File: config.mk
export PLATFORM = sky130hd
export DESIGN_NAME = lut_table_writer
export DESIGN_NICKNAME = d
export VERILOG_FILES = /design/src/rtl/lut_writer_pkg.sv /design/src/rtl/lut_table_ram.sv /design/src/rtl/lut_table_writer.sv
export SDC_FILE = /design/constraint.sdc
export NUM_CORES = 1
export LEC_CHECK = 0
export BUFFER_PORTS_ARGS = -buffer_cell sky130_fd_sc_hd__buf_2
export CAP_MARGIN = 25
export CORE_ASPECT_RATIO = 2
export CORE_UTILIZATION = 60
export DETAILED_ROUTE_END_ITERATION = 16
export GPL_TIMING_DRIVEN = 1
export PLACE_DENSITY = 0.88
export SLEW_MARGIN = 20
export SYNTH_ARGS = -nofsm -noshare
export SYNTH_HDL_FRONTEND = slang
export SYNTH_HIERARCHICAL = 1
export SYNTH_SLANG_ARGS = --single-unit
File: constraint.sdc
create_clock -name clk -period 5.53 [get_ports clk]
set_input_delay 1.659 -clock clk [delete_from_list [all_inputs] [get_ports clk]]
set_output_delay 1.659 -clock clk [all_outputs]
set_load 0.02 [all_outputs]
File: src/rtl/lut_writer_pkg.sv
// Shared types and sizing helpers for the run-time loadable LUT-neuron table.
package lut_writer_pkg;

    typedef enum logic [1:0] {
        IDLE  = 2'd0,   // no valid table
        LOAD  = 2'd1,   // accepting config beats
        READY = 2'd2    // table valid, lookups answered
    } state_e;

    // Table entries packed into one config word.
    function automatic int calc_epw(input int word_w, input int out_bits);
        return word_w / out_bits;
    endfunction

    // Config words needed to cover the whole table.
    function automatic int calc_num_words(input int in_bits, input int out_bits, input int word_w);
        return (1 << in_bits) / calc_epw(word_w, out_bits);
    endfunction

    // Counter/address width for n words, never below one bit.
    function automatic int calc_cnt_w(input int n);
        return (n > 1) ? $clog2(n) : 1;
    endfunction

endpackage

File: src/rtl/lut_table_ram.sv
// Distributed RAM holding the truth table as whole config words; the read
// port returns one table entry, registered, and holds it between reads.
module lut_table_ram
    import lut_writer_pkg::*;
#(
    parameter int IN_BITS  = 8,
    parameter int OUT_BITS = 1,
    parameter int WORD_W   = 32
) (
    input  logic                                                    clk,
    input  logic                                                    rst,
    input  logic                                                    wr_en,
    input  logic [calc_cnt_w(calc_num_words(IN_BITS, OUT_BITS, WORD_W))-1:0] wr_addr,
    input  logic [WORD_W-1:0]                                       wr_data,
    input  logic                                                    rd_en,
    input  logic [IN_BITS-1:0]                                      rd_addr,
    output logic [OUT_BITS-1:0]                                     rd_data
);

    localparam int EPW       = calc_epw(WORD_W, OUT_BITS);
    localparam int NUM_WORDS = calc_num_words(IN_BITS, OUT_BITS, WORD_W);
    localparam int ADDR_W    = calc_cnt_w(NUM_WORDS);

    (* ram_style = "distributed" *) logic [WORD_W-1:0] mem [NUM_WORDS];

    logic [ADDR_W-1:0]   rd_word;
    logic [31:0]         rd_slot;
    logic [OUT_BITS-1:0] rd_data_q;

    // EPW always divides the table depth, so these reduce to bit slicing.
    always_comb begin
        rd_word = ADDR_W'(32'(rd_addr) / EPW);
        rd_slot = 32'(rd_addr) % EPW;
    end

    // Write port: whole config word per accepted beat; contents never reset.
    always_ff @(posedge clk) begin
        if (wr_en) begin
            mem[wr_addr] <= wr_data;
        end
    end

    // Read port: select the entry's slot, hold the last value when idle.
    always_ff @(posedge clk) begin
        if (rst) begin
            rd_data_q <= '0;
        end else if (rd_en) begin
            rd_data_q <= mem[rd_word][rd_slot*OUT_BITS +: OUT_BITS];
        end
    end

    assign rd_data = rd_data_q;

endmodule

File: src/rtl/lut_table_writer.sv
// Loads a LUT-neuron truth table from a config word stream, then answers
// single-cycle-latency lookups from it. Framing errors leave the table invalid.
module lut_table_writer
    import lut_writer_pkg::*;
#(
    parameter int IN_BITS  = 8,
    parameter int OUT_BITS = 1,
    parameter int WORD_W   = 32
) (
    input  logic                clk,
    input  logic                rst,
    input  logic                cfg_start,
    input  logic                cfg_valid,
    output logic                cfg_ready,
    input  logic [WORD_W-1:0]   cfg_data,
    input  logic                cfg_last,
    output logic                cfg_done,
    output logic                cfg_err,
    input  logic [IN_BITS-1:0]  lut_in,
    input  logic                lut_in_valid,
    output logic [OUT_BITS-1:0] lut_out,
    output logic                lut_out_valid
);

    localparam int NUM_WORDS = calc_num_words(IN_BITS, OUT_BITS, WORD_W);
    localparam int CNT_W     = calc_cnt_w(NUM_WORDS);

    if ((WORD_W % OUT_BITS) != 0 || (((1 << IN_BITS) * OUT_BITS) % WORD_W) != 0) begin : g_param_check
        $error("lut_table_writer: WORD_W must be a multiple of OUT_BITS and divide the table size");
    end

    state_e             state_q, state_d;
    logic [CNT_W-1:0]   wcnt_q, wcnt_d;
    logic               cfg_err_q, cfg_err_d;
    logic               cfg_done_q, cfg_done_d;
    logic               lut_out_valid_q, lut_out_valid_d;

    logic               accept;
    logic               lookup_fire;
    logic               last_word;

    // A start pulse pre-empts any beat offered in the same cycle.
    assign cfg_ready   = (state_q == LOAD) && !cfg_start;
    assign accept      = cfg_valid && cfg_ready;
    // Lookups are served only from a complete table; one issued alongside a
    // start in READY still reads the old contents.
    assign lookup_fire = (state_q == READY) && lut_in_valid;
    assign last_word   = (wcnt_q == CNT_W'(NUM_WORDS - 1));

    // Next-state: load sequencing, framing checks and lookup handshake.
    always_comb begin
        state_d         = state_q;
        wcnt_d          = wcnt_q;
        cfg_err_d       = cfg_err_q;
        cfg_done_d      = 1'b0;
        lut_out_valid_d = lookup_fire;
        if (cfg_start) begin
            state_d   = LOAD;
            wcnt_d    = '0;
            cfg_err_d = 1'b0;
        end else if (accept) begin
            wcnt_d = wcnt_q + CNT_W'(1);
            if (last_word && cfg_last) begin
                state_d    = READY;
                cfg_done_d = 1'b1;
            end else if (last_word || cfg_last) begin
                // Too many or too few beats: beat is written but table stays invalid.
                state_d   = IDLE;
                cfg_err_d = 1'b1;
            end
        end
    end

    // FSM and output registers.
    always_ff @(posedge clk) begin
        if (rst) begin
            state_q         <= IDLE;
            wcnt_q          <= '0;
            cfg_err_q       <= 1'b0;
            cfg_done_q      <= 1'b0;
            lut_out_valid_q <= 1'b0;
        end else begin
            state_q         <= state_d;
            wcnt_q          <= wcnt_d;
            cfg_err_q       <= cfg_err_d;
            cfg_done_q      <= cfg_done_d;
            lut_out_valid_q <= lut_out_valid_d;
        end
    end

    lut_table_ram #(
        .IN_BITS  (IN_BITS),
        .OUT_BITS (OUT_BITS),
        .WORD_W   (WORD_W)
    ) u_ram (
        .clk     (clk),
        .rst     (rst),
        .wr_en   (accept),
        .wr_addr (wcnt_q),
        .wr_data (cfg_data),
        .rd_en   (lookup_fire),
        .rd_addr (lut_in),
        .rd_data (lut_out)
    );

    assign cfg_done      = cfg_done_q;
    assign cfg_err       = cfg_err_q;
    assign lut_out_valid = lut_out_valid_q;

endmodule

==> flow_summary.toml, run 1 <==
[sta]
fin_skew_ns = 0.009272
tightest_slew_ns = 0.7638
fin_setup_tns_ns = 0
layout_min_cycle_time_ns = 4.005
maxSlewViolCount = 0
setup_viol = 0
rsz0062_at_grt = "no"
max_slew_margin_pct = 48.96
fmax_ghz = 0.2497
hold_slack_ns = 0.5008
finalHoldViolCount = 0
post-route-period-util_pct = 72.42

[synthesis]
synth-async-reset-ratio_pct = 0
synth-compound-area-share_pct = 3.495
synth_edf_count = 256
yosys_warnings = 6
synthXorXnorAreaFrac_pct = 0.1699
synthMuxAreaShare_pct = 14.82
synth.avg_cell_area_sq_um = 20.75
yosysSeqAreaShare_pct = 76.30
synth_cells = 497
yosys.area_share.simple_pct = 3.386
ys_types = 48
ys_seq_elements = 265
synthFlopType = "edfxtp_1"
synth_nets = 545
syn_area_sq_um = 10310
synthAdderAreaFrac_pct = 0.2427
synth_top_family_by_area = "multiplexers"

[worst_setup_path]
arrival_ns = 4.39
crit_required_ns = 5.91
path_class = "input port to register"
crit_fanout = 40
crit_path_end_kind = "register"
startpoint_type = "input port"

[outcome]
status = "finished clean"

[floorplanning]
die_w_um = 94.70
dieArea_sq_um = 17740
core_sq_um = 16770
dieHeight_um = 187.4
ios = 51
rows = 67
initial_core_util_pct = 61.50

[placement]
gp_congestion = 0.7655
portBuffers = 50
dp_hpwl_mm = 12.21

[clocking]
worstSkewPairLatency_ns = 0.51
cts.clk_slew.worst_paths_ns = 0.07
h-tree-depth = 1
cts_tree = "built"
clock_sinks = 265
numCtsBuffers = 22
post_cts_buffers = 0
cts_resized = 0
holdBufCountCts = 0
clockBufferDepth = 3
root_buffer = "clkbuf_16"

[power_and_ir_drop]
combinationalPowerShare_pct = 4.6
clkPwrFrac_pct = 40.1
switching_power_mw = 0.8040
leakagePower_nw = 3.769
p_seq_share_pct = 55.3
finalPower_mw = 3.991
power_switching_share_pct = 20.14
powerDensity_nw_per_um2 = 342.6
p_int_mw = 3.187
irDropWorstVdd_uv = 302.3

[routing]
drt_iter0_markers = 552
vias = 5220
detail_route.wl_per_cell_um = 26.91
firstDrtPassIters = 5
drc = 0
vias_per_cell = 6.692
antenna_left = 0
routed_wl_mm = 20.99

[global_route]
grt_pass1_wl_mm = 32.36
grt_pass1_vias = 5596
antenna_found_initial = 1
grt_max_degree = 47
grt.total_usage_pct = 25.31
grt-ovfl-total = 0

[final_layout]
mostFrequentLayoutCells = "edfxtp_1, mux4_2, buf_2"
final_common_cell = "edfxtp_1"
layout-drive-gt1-share_pct = 28.85
final_util_pct = 69.49
syn_to_final_growth_pct = 12.98
num-nets-final = 605

[run]
drv_cap = 0

[hold_path]
min_path_type = "register to register"
-- stage by stage --
stage	area [sq um]	worst slack [ns]	instances
after global placement	10790	1.184	736
after detailed placement	10880	1.108	739
final	11650	1.525	780
after global routing	11650	1.358	780
after floorplan	10310	0.7274	497
after CTS	11630	1.468	778
-- sequential cells by signal, summed over array words and instances, names as in the netlist --
register,cells
cfg_done,1
u_ram/mem,256
state_q,2
wcnt_q,3
cfg_err,1
u_ram/rd_data,1
lut_out_valid,1
-- area by class of cell --
class                   instances  area [sq um]
multi-input cells             203          2335
well taps                     207         259.0
diodes                          1         2.502
clock buffers                  24         579.3
inverters                       4         15.01
fillers                      1001          5116
repair buffers                 61         420.4
clock inverters                15         171.4
flip-flops and latches        265          7868
-- synth_stat cells, drive strengths merged, types with 8 or more instances --
library cell / n / share of area [%]
edfxtp: 256 / 75
mux4: 56 / 12
nor2: 20 / 0.73
clkbuf: 8 / 0.29
nor2b: 8 / 0.49
nand3: 8 / 0.39
buf: 17 / 1.2
dfxtp: 9 / 1.7
nand2: 9 / 0.33
mux2i: 21 / 2.0
a22oi: 10 / 0.73
-- worst max-delay path, cell delays in order --
cell      delay [ns]
buf_4           0.60
buf_12          0.36
mux4_2          0.54
a22o_1          0.23
a221oi_1        0.34
nor3_1          0.10
a211oi_1        0.36
o22ai_1         0.15
-- worst paths after layout --
| check | startpoint | endpoint | slack, ns | depth (start not counted) |
|---|---|---|---|---|
| max reg2reg | state_q[1]$_SDFFE_PP0P_ | u_ram/mem[2][10]$_DFFE_PP_ | 3.03 | 4 |
| min | cfg_err$_SDFFE_PP0P_ | cfg_err$_SDFFE_PP0P_ | 0.50 | 2 |
| min reg2reg | cfg_err$_SDFFE_PP0P_ | cfg_err$_SDFFE_PP0P_ | 0.50 | 2 |
| max | lut_in[5] | u_ram/rd_data$_SDFFE_PP0P_ | 1.53 | 8 |
-- power by group through the flow --
| stage | clock [mW] | combinational [mW] | sequential, mW |
|---|---|---|---|
| floorplan | 0 | 0.110 | 2.25 |
| global placement | 0 | 0.168 | 2.25 |
| detailed placement | 0 | 0.178 | 2.25 |
| CTS | 1.62 | 0.182 | 2.21 |
| global route | 1.69 | 0.196 | 2.21 |
| finish | 1.60 | 0.183 | 2.21 |
-- routing by layer --
metal / track usage, % / vias up / part of all wire (%)
met2: 41.42 / 307 / 53
met1: 32.32 / 2647 / 34
met5: 0 / - / 0
met3: 3.943 / 73 / 7.6
met4: 13.46 / 0 / 4.9
li1: - / 2193 / -
-- cell families after synthesis --
group | count (synthesis)
compound gates | 48
xor+xnor | 2
fa+ha+maj | 2
buf+inv | 29
flops | 265
mux | 82
simple gates | 69
Power figures use the tool's default switching activity.
==> run 2, diff against run 1 <==
--- a/config.mk
+++ b/config.mk
@@ -8,10 +8,10 @@
 export BUFFER_PORTS_ARGS = -buffer_cell sky130_fd_sc_hd__buf_2
 export CAP_MARGIN = 25
 export CORE_ASPECT_RATIO = 2
-export CORE_UTILIZATION = 60
+export CORE_UTILIZATION = 55
 export DETAILED_ROUTE_END_ITERATION = 16
 export GPL_TIMING_DRIVEN = 1
-export PLACE_DENSITY = 0.88
+export PLACE_DENSITY = 0.86
 export SLEW_MARGIN = 20
 export SYNTH_ARGS = -nofsm -noshare
 export SYNTH_HDL_FRONTEND = slang
==> constraint.sdc (replaced) <==
create_clock -name clk -period 3.46 [get_ports clk]
set_input_delay 1.038 -clock clk [delete_from_list [all_inputs] [get_ports clk]]
set_output_delay 1.038 -clock clk [all_outputs]
set_load 0.02 [all_outputs]
==> run 2 against run 1 <==
Via count increased by 0.50%. Sequential power increased by 60%. Setup slack got worse by 0.97 ns. Register-to-register slack got worse by 1.8 ns. Cell area increased by 0.82%. Critical path type unchanged.
==> flow_summary.toml, run 2 (synthesis gave the netlist of run 1 again) <==
[outcome]
status = "finished clean"

[final_layout]
largest_reg_flops = 256
final_util_pct = 64.16
top_regs = "u_ram/mem: 256 flops, wcnt_q: 3 flops, state_q: 2 flops"
diodes = 0
final_common_cell = "edfxtp_1"
layout-drive-gt1-share_pct = 29.90
num-nets-final = 616
syn_to_final_growth_pct = 13.91
mostFrequentLayoutCells = "edfxtp_1, mux4_2, buf_2"
largest_register = "u_ram/mem"

[sta]
post-route-period-util_pct = 83.81
max_slew_margin_pct = 50.13
tightest_slew_ns = 0.7465
finalHoldViolCount = 0
layout_min_cycle_time_ns = 2.900
fin_skew_ns = 0.01168
rsz0062_at_grt = "no"
maxSlewViolCount = 0
setup_viol = 0
fmax_ghz = 0.3448
fin_setup_tns_ns = 0

[worst_setup_path]
slowest_stage = "a221oi_1"
slowest_delay_ns = 0.62
path_common_cell = "buf_4"
path_class = "input port to register"
arrival_ns = 3.28
crit_path_end_kind = "register"
path_cells = "buf_4 -> buf_4 -> mux4_2 -> a221oi_1 -> nor3_1 -> a211oi_1 -> o22ai_1"
crit_start = "lut_in[5]"
startpoint_type = "input port"
crit_fanout = 19
crit_required_ns = 3.84
regToRegStartpoint = "u_ram/mem[2][16]$_DFFE_PP_"

[floorplanning]
dieHeight_um = 195.6
core_sq_um = 18310
die_w_um = 98.82
initial_core_util_pct = 56.33
dieArea_sq_um = 19330
ios = 51
rows = 70

[clocking]
cts.clk_slew.worst_paths_ns = 0.07
cts_resized = 0
clock_sinks = 265
numCtsBuffers = 22
holdBufCountCts = 0
h-tree-depth = 1
worstSkewPairLatency_ns = 0.50
post_cts_buffers = 0
root_buffer = "clkbuf_16"
cts_tree = "built"
clockBufferDepth = 3

[routing]
dr_wl_met3_mm = 1.543
drt_iter0_markers = 447
drc = 0
firstDrtPassIters = 5
routed.top_layer = "met4"
antenna_left = 0
routed_wl_mm = 21.38
vias = 5246
wl_met1_mm = 7.324
detail_route.wl_per_cell_um = 26.80
wl_met2_mm = 11.28
vias_per_cell = 6.574

[placement]
gp_congestion = 0.7976
portBuffers = 50
dp_hpwl_mm = 12.66

[global_route]
grt-ovfl-total = 0
grt.total_usage_pct = 23.28
grt_pass1_vias = 5620
grt_pass1_wl_mm = 32.49
grt_max_degree = 33
antenna_found_initial = 0

[hold_path]
min_path_type = "register to register"
hp-start = "cfg_err$_SDFFE_PP0P_"

[power_and_ir_drop]
powerDensity_nw_per_um2 = 537.9
leakagePower_nw = 3.801
irDropWorstVdd_uv = 399.8

[run]
drv_cap = 0
-- run 2: final timing paths --
check	slack, ns	cells after the start	to
setup / recovery	0.56	7	u_ram/rd_data$_SDFFE_PP0P_
hold / removal	0.47	2	cfg_err$_SDFFE_PP0P_
setup reg to reg	1.27	6	u_ram/rd_data$_SDFFE_PP0P_
hold reg to reg	0.47	2	cfg_err$_SDFFE_PP0P_
-- run 2: worst max-delay path, delay by kind of cell --
| kind | cells | cell delay, ns |
|---|---|---|
| buffers and inverters | 2 | 0.62 |
| muxes | 1 | 0.53 |
| AOI/OAI and AO/OA | 3 | 0.98 |
| and+or+nand+nor | 1 | 0.09 |
-- run 2: routing by layer --
metal  vias to the layer above  track usage [%]
li1                       2211                -
met4                         0            13.54
met5                         -                0
met1                      2623            27.15
met2                       323            40.35
met3                        89            3.794
-- run 2: cell type report --
class / count / area [sq um]
Sequential cell: 265 / 7868
Inverter: 4 / 15.01
Timing Repair Buffer: 72 / 518.0
Multi-Input combinational cell: 203 / 2347
Clock inverter: 13 / 143.9
Fill cell: 1127 / 6560
Tap cell: 216 / 270.3
Clock buffer: 25 / 583.1
-- run 2: power by group --
group          total (mW)  internal, mW  switching [mW]  leakage (nW)
Sequential           3.53          3.52         0.00390          2.38
Combinational       0.300         0.126           0.173          1.07
Clock                2.49          1.44            1.06         0.351
-- run 2: stage by stage --
step                hold slack (ns)  power, mW  cells  setup slack (ns)  area, sq um
floorplan                    0.4427      3.775    497            0.1354        10320
global placement             0.4470      3.877    760            0.1056        11020
detailed placement           0.4629      3.893    760           0.02466        11020
CTS                          0.4813      6.342    798            0.5733        11750
global route                 0.5419      6.471    798            0.4376        11750
finish                       0.4747      6.318    798            0.5601        11750
